**src/rtl/add_share_arbiter_if.sv**
```systemverilog
// Bundle of both requester channels, the result channel, and accumulator clear/readback.
// The arbiter sits on the slave side; requesters and the result consumer sit on the master side.
interface add_share_arbiter_if #(
  parameter int WIDTH = 8
);
  logic             r0_valid;
  logic             r0_ready;
  logic [WIDTH-1:0] r0_a;
  logic [WIDTH-1:0] r0_b;
  logic             r0_acc;

  logic             r1_valid;
  logic             r1_ready;
  logic [WIDTH-1:0] r1_a;
  logic [WIDTH-1:0] r1_b;
  logic             r1_acc;

  logic [1:0]       acc_clr;

  logic             res_valid;
  logic             res_ready;
  logic [WIDTH-1:0] res_sum;
  logic             res_carry;
  logic             res_id;

  logic [WIDTH-1:0] acc0;
  logic [WIDTH-1:0] acc1;

  modport slave (
    input  r0_valid, r0_a, r0_b, r0_acc,
    input  r1_valid, r1_a, r1_b, r1_acc,
    input  acc_clr, res_ready,
    output r0_ready, r1_ready,
    output res_valid, res_sum, res_carry, res_id,
    output acc0, acc1
  );

  modport master (
    output r0_valid, r0_a, r0_b, r0_acc,
    output r1_valid, r1_a, r1_b, r1_acc,
    output acc_clr, res_ready,
    input  r0_ready, r1_ready,
    input  res_valid, res_sum, res_carry, res_id,
    input  acc0, acc1
  );
endinterface

```
**src/rtl/add_share_arbiter.sv**
```systemverilog
// Round-robin sharing of one adder between two requesters; 1-cycle latency into a single
// registered result slot; a full slot that is not being drained blocks every grant.
module add_share_arbiter #(
  parameter int WIDTH = 8
) (
  input logic                clk,
  input logic                rst_n,
  add_share_arbiter_if.slave bus
);

  logic             res_valid_q;
  logic [WIDTH-1:0] res_sum_q;
  logic             res_carry_q;
  logic             res_id_q;
  logic [WIDTH-1:0] acc0_q;
  logic [WIDTH-1:0] acc1_q;
  // Requester granted most recently; reset to 1 so requester 0 wins first contention.
  logic             last_q;

  logic             can_accept;
  logic             grant0;
  logic             grant1;
  logic             xfer;
  logic             sel;
  logic             op_acc;
  logic [WIDTH-1:0] op_a;
  logic [WIDTH-1:0] op_b;
  logic [WIDTH-1:0] old0;
  logic [WIDTH-1:0] old1;
  logic [WIDTH-1:0] addend;
  logic [WIDTH:0]   sum_full;

  always_comb begin
    can_accept = !res_valid_q || bus.res_ready;
    grant0     = bus.r0_valid && (!bus.r1_valid || last_q);
    grant1     = bus.r1_valid && (!bus.r0_valid || !last_q);
    sel        = grant1 && can_accept;
    xfer       = (grant0 || grant1) && can_accept;
  end

  assign bus.r0_ready = grant0 && can_accept;
  assign bus.r1_ready = grant1 && can_accept;

  // A clear coinciding with an accumulate takes effect before the add.
  always_comb begin
    old0     = bus.acc_clr[0] ? '0 : acc0_q;
    old1     = bus.acc_clr[1] ? '0 : acc1_q;
    op_a     = sel ? bus.r1_a   : bus.r0_a;
    op_b     = sel ? bus.r1_b   : bus.r0_b;
    op_acc   = sel ? bus.r1_acc : bus.r0_acc;
    addend   = op_acc ? (sel ? old1 : old0) : op_b;
    sum_full = {1'b0, op_a} + {1'b0, addend};
  end

  always_ff @(posedge clk) begin
    if (!rst_n) begin
      res_valid_q <= 1'b0;
      res_sum_q   <= '0;
      res_carry_q <= 1'b0;
      res_id_q    <= 1'b0;
      acc0_q      <= '0;
      acc1_q      <= '0;
      last_q      <= 1'b1;
    end else begin
      if (xfer) begin
        res_valid_q <= 1'b1;
        res_sum_q   <= sum_full[WIDTH-1:0];
        res_carry_q <= sum_full[WIDTH];
        res_id_q    <= sel;
        last_q      <= sel;
      end else if (bus.res_ready) begin
        res_valid_q <= 1'b0;
      end
      acc0_q <= (xfer && !sel && op_acc) ? sum_full[WIDTH-1:0] : old0;
      acc1_q <= (xfer &&  sel && op_acc) ? sum_full[WIDTH-1:0] : old1;
    end
  end

  assign bus.res_valid = res_valid_q;
  assign bus.res_sum   = res_sum_q;
  assign bus.res_carry = res_carry_q;
  assign bus.res_id    = res_id_q;
  assign bus.acc0      = acc0_q;
  assign bus.acc1      = acc1_q;

endmodule

```
**src/flat_wrapper.sv**
```systemverilog
// flat-port wrapper written by rule: the top's interface ports become plain ports
module add_share_arbiter_flat 
#(
  parameter int WIDTH = 8
)
  (clk, rst_n, bus_r0_valid, bus_r0_a, bus_r0_b, bus_r0_acc, bus_r1_valid, bus_r1_a, bus_r1_b, bus_r1_acc, bus_acc_clr, bus_res_ready, bus_r0_ready, bus_r1_ready, bus_res_valid, bus_res_sum, bus_res_carry, bus_res_id, bus_acc0, bus_acc1);
  add_share_arbiter_if #(.WIDTH(WIDTH)) bus_i ();
  input logic clk;
  input logic rst_n;
  input wire logic [$bits(bus_i.r0_valid)-1:0] bus_r0_valid;
  input wire logic [$bits(bus_i.r0_a)-1:0] bus_r0_a;
  input wire logic [$bits(bus_i.r0_b)-1:0] bus_r0_b;
  input wire logic [$bits(bus_i.r0_acc)-1:0] bus_r0_acc;
  input wire logic [$bits(bus_i.r1_valid)-1:0] bus_r1_valid;
  input wire logic [$bits(bus_i.r1_a)-1:0] bus_r1_a;
  input wire logic [$bits(bus_i.r1_b)-1:0] bus_r1_b;
  input wire logic [$bits(bus_i.r1_acc)-1:0] bus_r1_acc;
  input wire logic [$bits(bus_i.acc_clr)-1:0] bus_acc_clr;
  input wire logic [$bits(bus_i.res_ready)-1:0] bus_res_ready;
  output wire logic [$bits(bus_i.r0_ready)-1:0] bus_r0_ready;
  output wire logic [$bits(bus_i.r1_ready)-1:0] bus_r1_ready;
  output wire logic [$bits(bus_i.res_valid)-1:0] bus_res_valid;
  output wire logic [$bits(bus_i.res_sum)-1:0] bus_res_sum;
  output wire logic [$bits(bus_i.res_carry)-1:0] bus_res_carry;
  output wire logic [$bits(bus_i.res_id)-1:0] bus_res_id;
  output wire logic [$bits(bus_i.acc0)-1:0] bus_acc0;
  output wire logic [$bits(bus_i.acc1)-1:0] bus_acc1;
  assign bus_i.r0_valid = bus_r0_valid;
  assign bus_i.r0_a = bus_r0_a;
  assign bus_i.r0_b = bus_r0_b;
  assign bus_i.r0_acc = bus_r0_acc;
  assign bus_i.r1_valid = bus_r1_valid;
  assign bus_i.r1_a = bus_r1_a;
  assign bus_i.r1_b = bus_r1_b;
  assign bus_i.r1_acc = bus_r1_acc;
  assign bus_i.acc_clr = bus_acc_clr;
  assign bus_i.res_ready = bus_res_ready;
  assign bus_r0_ready = bus_i.r0_ready;
  assign bus_r1_ready = bus_i.r1_ready;
  assign bus_res_valid = bus_i.res_valid;
  assign bus_res_sum = bus_i.res_sum;
  assign bus_res_carry = bus_i.res_carry;
  assign bus_res_id = bus_i.res_id;
  assign bus_acc0 = bus_i.acc0;
  assign bus_acc1 = bus_i.acc1;
  add_share_arbiter #(.WIDTH(WIDTH)) u_core (.clk(clk), .rst_n(rst_n), .bus(bus_i));
endmodule
```
**config.mk**
```make
export PLATFORM = sky130hd
export DESIGN_NAME = add_share_arbiter_flat
export DESIGN_NICKNAME = d
export VERILOG_FILES = /design/src/rtl/add_share_arbiter_if.sv /design/src/rtl/add_share_arbiter.sv /design/src/flat_wrapper.sv
export SDC_FILE = /design/constraint.sdc
export NUM_CORES = 1
export LEC_CHECK = 0
export CAP_MARGIN = 25
export CORE_MARGIN = 3
export CORE_UTILIZATION = 40
export CTS_CLUSTER_SIZE = 24
export DETAILED_ROUTE_END_ITERATION = 8
export GPL_ROUTABILITY_DRIVEN = 0
export PLACE_DENSITY = 0.8
export SLEW_MARGIN = 15
export SYNTH_ARGS = -nofsm -noshare
export SYNTH_HDL_FRONTEND = slang
export SYNTH_SLANG_ARGS = --single-unit
```
**constraint.sdc**
```tcl
create_clock -name clk -period 3.9 [get_ports clk]
set_input_delay 0.78 -clock clk [delete_from_list [all_inputs] [get_ports clk]]
set_output_delay 0.78 -clock clk [all_outputs]
set_load 0.01 [all_outputs]
```
==> metrics.md, run 1 <==
| Metric | Value |
|---|---|
| VDD IR max | `0.000207 V` |
| Crit path DAT | `3.64 ns` |
| Maximum clock frequency | `288 MHz` |
| Syn nets | `297` |
| HP Class | `reg2reg` |
| Gate Count Post-Synth | `247` |
| Mapped Area | `0.00198 mm²` |
| Slew @ Worst Pin | `0.846 ns` |
| Setup TNS | `0 ns` |
| Number of global-route vias before repair | `2,073` |
| Worst Skew | `0.00744 ns` |
| Wire length on met2 | `2.77 mm` |
| CP Capture Type | `register` |
| R2r startpoint | `u_core.last_q` |
| Share of layout cells above drive strength 1 | `7.62%` |
| HPWL Detailed | `4.69 mm` |
| Leakage | `1.12 nW` |
| Avg Inst Size Synth | `8.02 µm²` |
| Synth area leaders | `dfxtp_1, nand2_1, nor2b_1` |
| Fin worst setup slack | `0.426 ns` |
| Critical hold path startpoint | `u_core.bus.res_sum[1]` |
| Synth top area share | `28.3%` |
| PwrDens | `335 mW/mm²` |
| Place WS | `0.181 ns` |
| Seq/Total Area, Yosys | `28.3%` |
| Antenna violations before repair | `0` |
| CP required | `4.07 ns` |
| Met1 Wirelength | `2.83 mm` |
| RSZ-0062 raised after global routing | `false` |
| TritonCTS clock tree | `done` |
| Clk pin slew, worst setup/hold paths | `0.11 ns` |
| Final hold violations | `0` |
| Clock sinks | `28` |
| CP Max Fanout | `15` |
| Syn-to-layout area delta | `42.0%` |
| Clk_lat worst skew | `0.29 ns` |
| Uppermost layer routed | `met4` |
| Biggest area consumer among synthesized cells | `dfxtp_1` |
| DR pass1 iterations | `4` |
| Total of max-cap violations | `0` |
| Post-synth cell types | `49` |
| Num CTS Buffers | `3` |
| Slew margin rel. | `43.4%` |
| FILL cells | `441` |
| Final net count | `366` |
| Root Driver | `clkbuf_8` |
| Core ar. | `0.00456 mm²` |
| Tot GR Track Use | `21.3%` |
| Type of the worst setup path | `in2reg` |
| Slew Limit Fails | `0` |
| Syn. warnings | `0` |
| Reg2Reg Setup Slack | `1.13 ns` |
| Die ar. | `0.00583 mm²` |
| WHS Endpoint | `u_core.bus.res_sum[1]` |
| DR iter-0 viols | `251` |
| H-tree levels | `1` |
| CTS resizes | `0` |
| Post-route ant nets | `0` |
| Fin crit share | `89.1%` |
| First-pass GRT wire length | `10.2 mm` |
| Post-CTS Setup Inserts | `0` |
| Sequential cell area | `561 µm²` |
| Post-route DRC violation count | `0` |
| IO Port Bufs | `69` |
| Cts hold-fix bufs | `0` |
| FF+latch count, synth | `28` |
| Pin count of the biggest net entering global routing | `26` |
| Status | `finished clean` |
| Via count | `2,081` |
| Initial core utilization | `43.4%` |
| CTS Buffer Depth | `2` |
| Endpoints failing setup | `0` |
| Routed vias/inst | `5.48` |
| Asr flop ratio synth | `0%` |
| Routed len/inst | `16.3 µm` |
| Row count | `24` |
| Startpoint types | `input port` |
| Antenna diodes | `0` |
| DR WL met3 | `563 µm` |
| DIE WIDTH | `76.4 µm` |
| Die height | `76.4 µm` |
| Hold depth | `2` |
| Area of the multi-input gates | `0.00129 mm²` |
| Min Clock Period, post-route | `3.47 ns` |
| Reg2reg path depth | `11` |
| Total routed wirelength | `6.21 mm` |
| EDFF count, synth | `0` |
| Main synth FF type | `dfxtp_1` |
| Global route overflow | `0` |
| Boundary Pins | `70` |
| Reg2reg end | `u_core.bus.res_sum[6]` |
[per-stage QoR]
step	util [%]	std cells	instance area (µm²)	hold slack [ns]	power [mW]
4_1_cts	61.6	380	2810	0.485	0.943
5_1_grt	61.6	380	2810	0.499	0.993
6_report	61.6	380	2810	0.477	0.943
2_1_floorplan	-	247	1980	0.454	0.548
3_3_place_gp	60.1	376	2740	0.451	0.699
3_5_place_dp	60.1	376	2740	0.464	0.706
[power breakdown]
part	total, mW	internal [mW]	switching, mW	leakage, nW
clock network	0.238	0.138	0.100	0.0357
logic	0.372	0.185	0.187	0.859
registers	0.334	0.315	0.0182	0.230
total	0.943	0.638	0.305	1.12
[Yosys cell counts, types with 3 or more instances]
cell type,number
a211oi_1,6
nor2b_1,20
a21o_1,3
nand2_1,40
mux2i_1,6
inv_1,6
nand3_1,16
o2111ai_1,4
a21oi_1,7
nand2b_1,6
buf_2,4
a311oi_1,3
nand3b_1,11
a31oi_1,5
a21boi_0,12
dfxtp_1,28
o211a_1,3
ha_1,8
o21ai_0,9
nor2_1,4
nand4_1,4
clkbuf_1,6
[cell families (layout without fill, tap and decap cells)]
| family | Yosys count | in the layout | synth area share (%) |
|---|---|---|---|
| simple gates | 114 | 114 | 31.2 |
| xor+xnor | 1 | 1 | 0.442 |
| compound gates | 65 | 65 | 24.3 |
| flops | 28 | 28 | 28.3 |
| mux | 6 | 6 | 3.03 |
| fa+ha+maj | 9 | 9 | 6.06 |
| buf+inv | 24 | 92 | 6.63 |
[flip-flops by register name, indices dropped and copies added (netlist names)]
| register | cells |
|---|---|
| u_core.bus.res_id | 1 |
| u_core.bus.res_sum | 8 |
| u_core.bus.res_valid | 1 |
| u_core.bus.res_carry | 1 |
| u_core.bus.acc0 | 8 |
| u_core.last_q | 1 |
| u_core.bus.acc1 | 8 |
[worst max-delay path by stage]
stage	slack (ns)	endpoint	startpoint	cells after the start
2_1_floorplan	0.87	u_core.bus.acc1[6]	bus_res_ready	11
3_3_place_gp	0.32	u_core.bus.res_sum[6]	bus_r0_valid	12
3_5_place_dp	0.18	u_core.bus.res_sum[6]	bus_r0_valid	12
4_1_cts	0.46	u_core.bus.res_sum[6]	bus_r0_valid	12
5_1_grt	0.24	u_core.bus.acc1[6]	bus_r0_valid	12
6_report	0.43	u_core.bus.res_sum[6]	bus_r0_valid	12
[final cells by class]
| type | instances | share of cell area (%) |
|---|---|---|
| sequential | 28 | 19.9 |
| tap | 65 | 2.89 |
| timing repair buffer | 82 | 28.0 |
| multi-input combinational | 195 | 45.8 |
| clock inverter | 1 | 1.07 |
| clock buffer | 3 | 1.47 |
| inverter | 6 | 0.801 |
[layer usage]
| metal | up-vias | track usage (%) |
|---|---|---|
| met5 | - | 0 |
| met1 | 951 | 28.3 |
| li1 | 1033 | - |
| met4 | 0 | 5.43 |
| met2 | 92 | 34.3 |
| met3 | 5 | 5.79 |
[worst max-delay path, stage by stage]
cell,delay [ns]
clkdlybuf4s50_1,0.56
nand2_1,0.12
nand3_2,0.25
inv_1,0.24
nand2_1,0.12
nand2_1,0.06
ha_1,0.21
fa_1,0.42
a211oi_1,0.34
or2_1,0.22
o211a_1,0.21
o21ai_0,0.10
[placed cells by master, fill, tap and decap left out, types with 7 or more instances in the layout]
| cell type | Yosys | layout |
|---|---|---|
| dfxtp_1 | 28 | 28 |
| nor2b_1 | 20 | 20 |
| nand2_1 | 40 | 40 |
| o21ai_0 | 9 | 9 |
| a21boi_0 | 12 | 12 |
| clkdlybuf4s50_1 | 0 | 69 |
| nand3_1 | 16 | 16 |
| ha_1 | 8 | 8 |
| a21oi_1 | 7 | 7 |
| buf_4 | 2 | 13 |
| nand3b_1 | 11 | 11 |
Power figures use the tool's default switching activity.
==> run 2: changes to the inputs <==
Settings changed: PLACE_DENSITY 0.8 to default, PLACE_DENSITY_LB_ADDON from default to 0.3.
==> run 2 against run 1 <==
  * Clock power down 26%
  * Final area decreased by 0.85%
  * Sequential power barely moved
  * Critical path depth did not move
  * Clock skew is 0.0043 ns lower
  * Clock-buffer cell count increased by 1
  * Worst setup slack gained 0.092 ns
  * Non-clock buffer count down 1
  * Sequential share of layout area grew 0.17 points
  * Via count down 2.2%
  * Flip-flop and latch count did not move
  * Register-to-register slack better by 0.09 ns
  * Largest cell class unchanged
==> metrics.md, run 2 (synthesized netlist as in run 1, its figures left out) <==
| Metric | Value |
|---|---|
| DIE WIDTH | `76.4 µm` |
| Post-CTS Setup Inserts | `0` |
| HPWL Detailed | `4.49 mm` |
| Slew @ Worst Pin | `0.662 ns` |
| Most frequent cells in the layout | `clkdlybuf4s50_1, nand2_1, dfxtp_1` |
| Tot GR Track Use | `20.0%` |
| Leakage | `1.11 nW` |
| Core ar. | `0.00456 mm²` |
| Boundary Pins | `70` |
| Final Core Density | `61.1%` |
| Crit path DAT | `3.53 ns` |
| Share of layout cells above drive strength 1 | `7.32%` |
| Die height | `76.4 µm` |
| TritonCTS clock tree | `done` |
| Slew Limit Fails | `0` |
| CP required | `4.04 ns` |
| Status | `finished clean` |
| Row count | `24` |
| FILL cells | `430` |
| Number of global-route vias before repair | `1,999` |
| RSZ-0062 raised after global routing | `false` |
| Syn-to-layout area delta | `40.8%` |
| Maximum clock frequency | `296 MHz` |
| Antenna diodes | `0` |
| Startpoint types | `input port` |
| Final net count | `365` |
| Die ar. | `0.00583 mm²` |
| CTS resizes | `0` |
| First-pass GRT wire length | `9.78 mm` |
| Clock sinks | `28` |
| Setup TNS | `0 ns` |
| Total of max-cap violations | `0` |
| Most common cell after layout, fill and taps aside | `clkdlybuf4s50_1` |
| Fin crit share | `86.7%` |
| Endpoints failing setup | `0` |
| CP Max Fanout | `14` |
| VDD IR max | `0.000215 V` |
| Clk_lat worst skew | `0.27 ns` |
| Routed vias/inst | `5.37` |
| Pin count of the biggest net entering global routing | `21` |
| HP Class | `reg2reg` |
| Num CTS Buffers | `3` |
| Post-route DRC violation count | `0` |
| Slew margin rel. | `55.7%` |
| IO Port Bufs | `69` |
| Cts hold-fix bufs | `0` |
| DR pass1 iterations | `4` |
| Worst Skew | `0.00312 ns` |
| Antenna violations before repair | `0` |
| CTS Buffer Depth | `2` |
| CP Capture Type | `register` |
| PwrDens | `315 mW/mm²` |
| Initial core utilization | `43.4%` |
| Clk pin slew, worst setup/hold paths | `0.09 ns` |
| Final hold violations | `0` |
| H-tree levels | `1` |
| Total routed wirelength | `5.76 mm` |
| Via count | `2,035` |
| DR iter-0 viols | `169` |
| Root Driver | `clkbuf_8` |
| Global route overflow | `0` |
| Type of the worst setup path | `in2reg` |
| Post-route ant nets | `0` |
| Routed len/inst | `15.2 µm` |
| Min Clock Period, post-route | `3.38 ns` |
-- run 2: changes by cell type in the layout (fill, tap and decap cells not counted), sizes merged --
cell	change
buf	-1
bufinv	-1
clkbuf	+1
-- run 2: area by class of cell --
class / count / area [µm²] / area share [%]
Multi-Input combinational cell: 195 / 1290 / 46.2
Timing Repair Buffer: 81 / 781 / 28.0
Sequential cell: 28 / 561 / 20.1
Tap cell: 65 / 81.3 / 2.92
Clock buffer: 4 / 55.1 / 1.97
Inverter: 6 / 22.5 / 0.808
-- run 2: worst paths after layout --
check / from / endpoint / slack [ns] / cells past startpoint
worst max register to register: u_core.bus.res_valid / u_core.bus.acc0[6] / 1.22 / 11
worst min-delay path: u_core.bus.res_id / u_core.bus.res_id / 0.47 / 2
worst max-delay path: bus_r0_valid / u_core.bus.acc0[6] / 0.52 / 12
worst min register to register: u_core.bus.res_id / u_core.bus.res_id / 0.47 / 2
-- run 2: metrics by stage --
stage,setup WS [ns],instances,hold WS (ns),total power [mW],instance area [µm²]
final,0.517,379,0.465,0.877,2790
after global routing,0.213,379,0.500,0.934,2790
after CTS,0.544,379,0.470,0.879,2790
after detailed placement,0.258,375,0.456,0.702,2730
after global placement,0.339,375,0.456,0.700,2730
after floorplan,0.869,247,0.454,0.548,1980
-- run 2: metal layers --
metal  GRT usage (%)  routed length (µm)
met5               0                   0
met4            4.17                  25
met3            3.66                 471
met2            31.5                2510
met1            28.6                2760
-- run 2: power breakdown --
group / internal, mW / switching, mW / leakage (nW)
registers: 0.315 / 0.0163 / 0.230
logic: 0.183 / 0.185 / 0.855
clock network: 0.0902 / 0.0872 / 0.0288
-- run 2: critical path: stages --
cell	delay, ns
clkdlybuf4s50_1	0.48
nand2_1	0.14
nand3_2	0.24
buf_4	0.26
nand2_1	0.06
nand2_1	0.05
ha_1	0.20
fa_1	0.42
a211oi_1	0.35
or2_1	0.23
o211a_1	0.22
o21ai_0	0.09
==> run 3: changes to the inputs <==
Settings changed: SKIP_CTS_REPAIR_TIMING from default to 1.
==> results of run 3 <==
Final layout, timing and power as in run 2 (identical DEF).
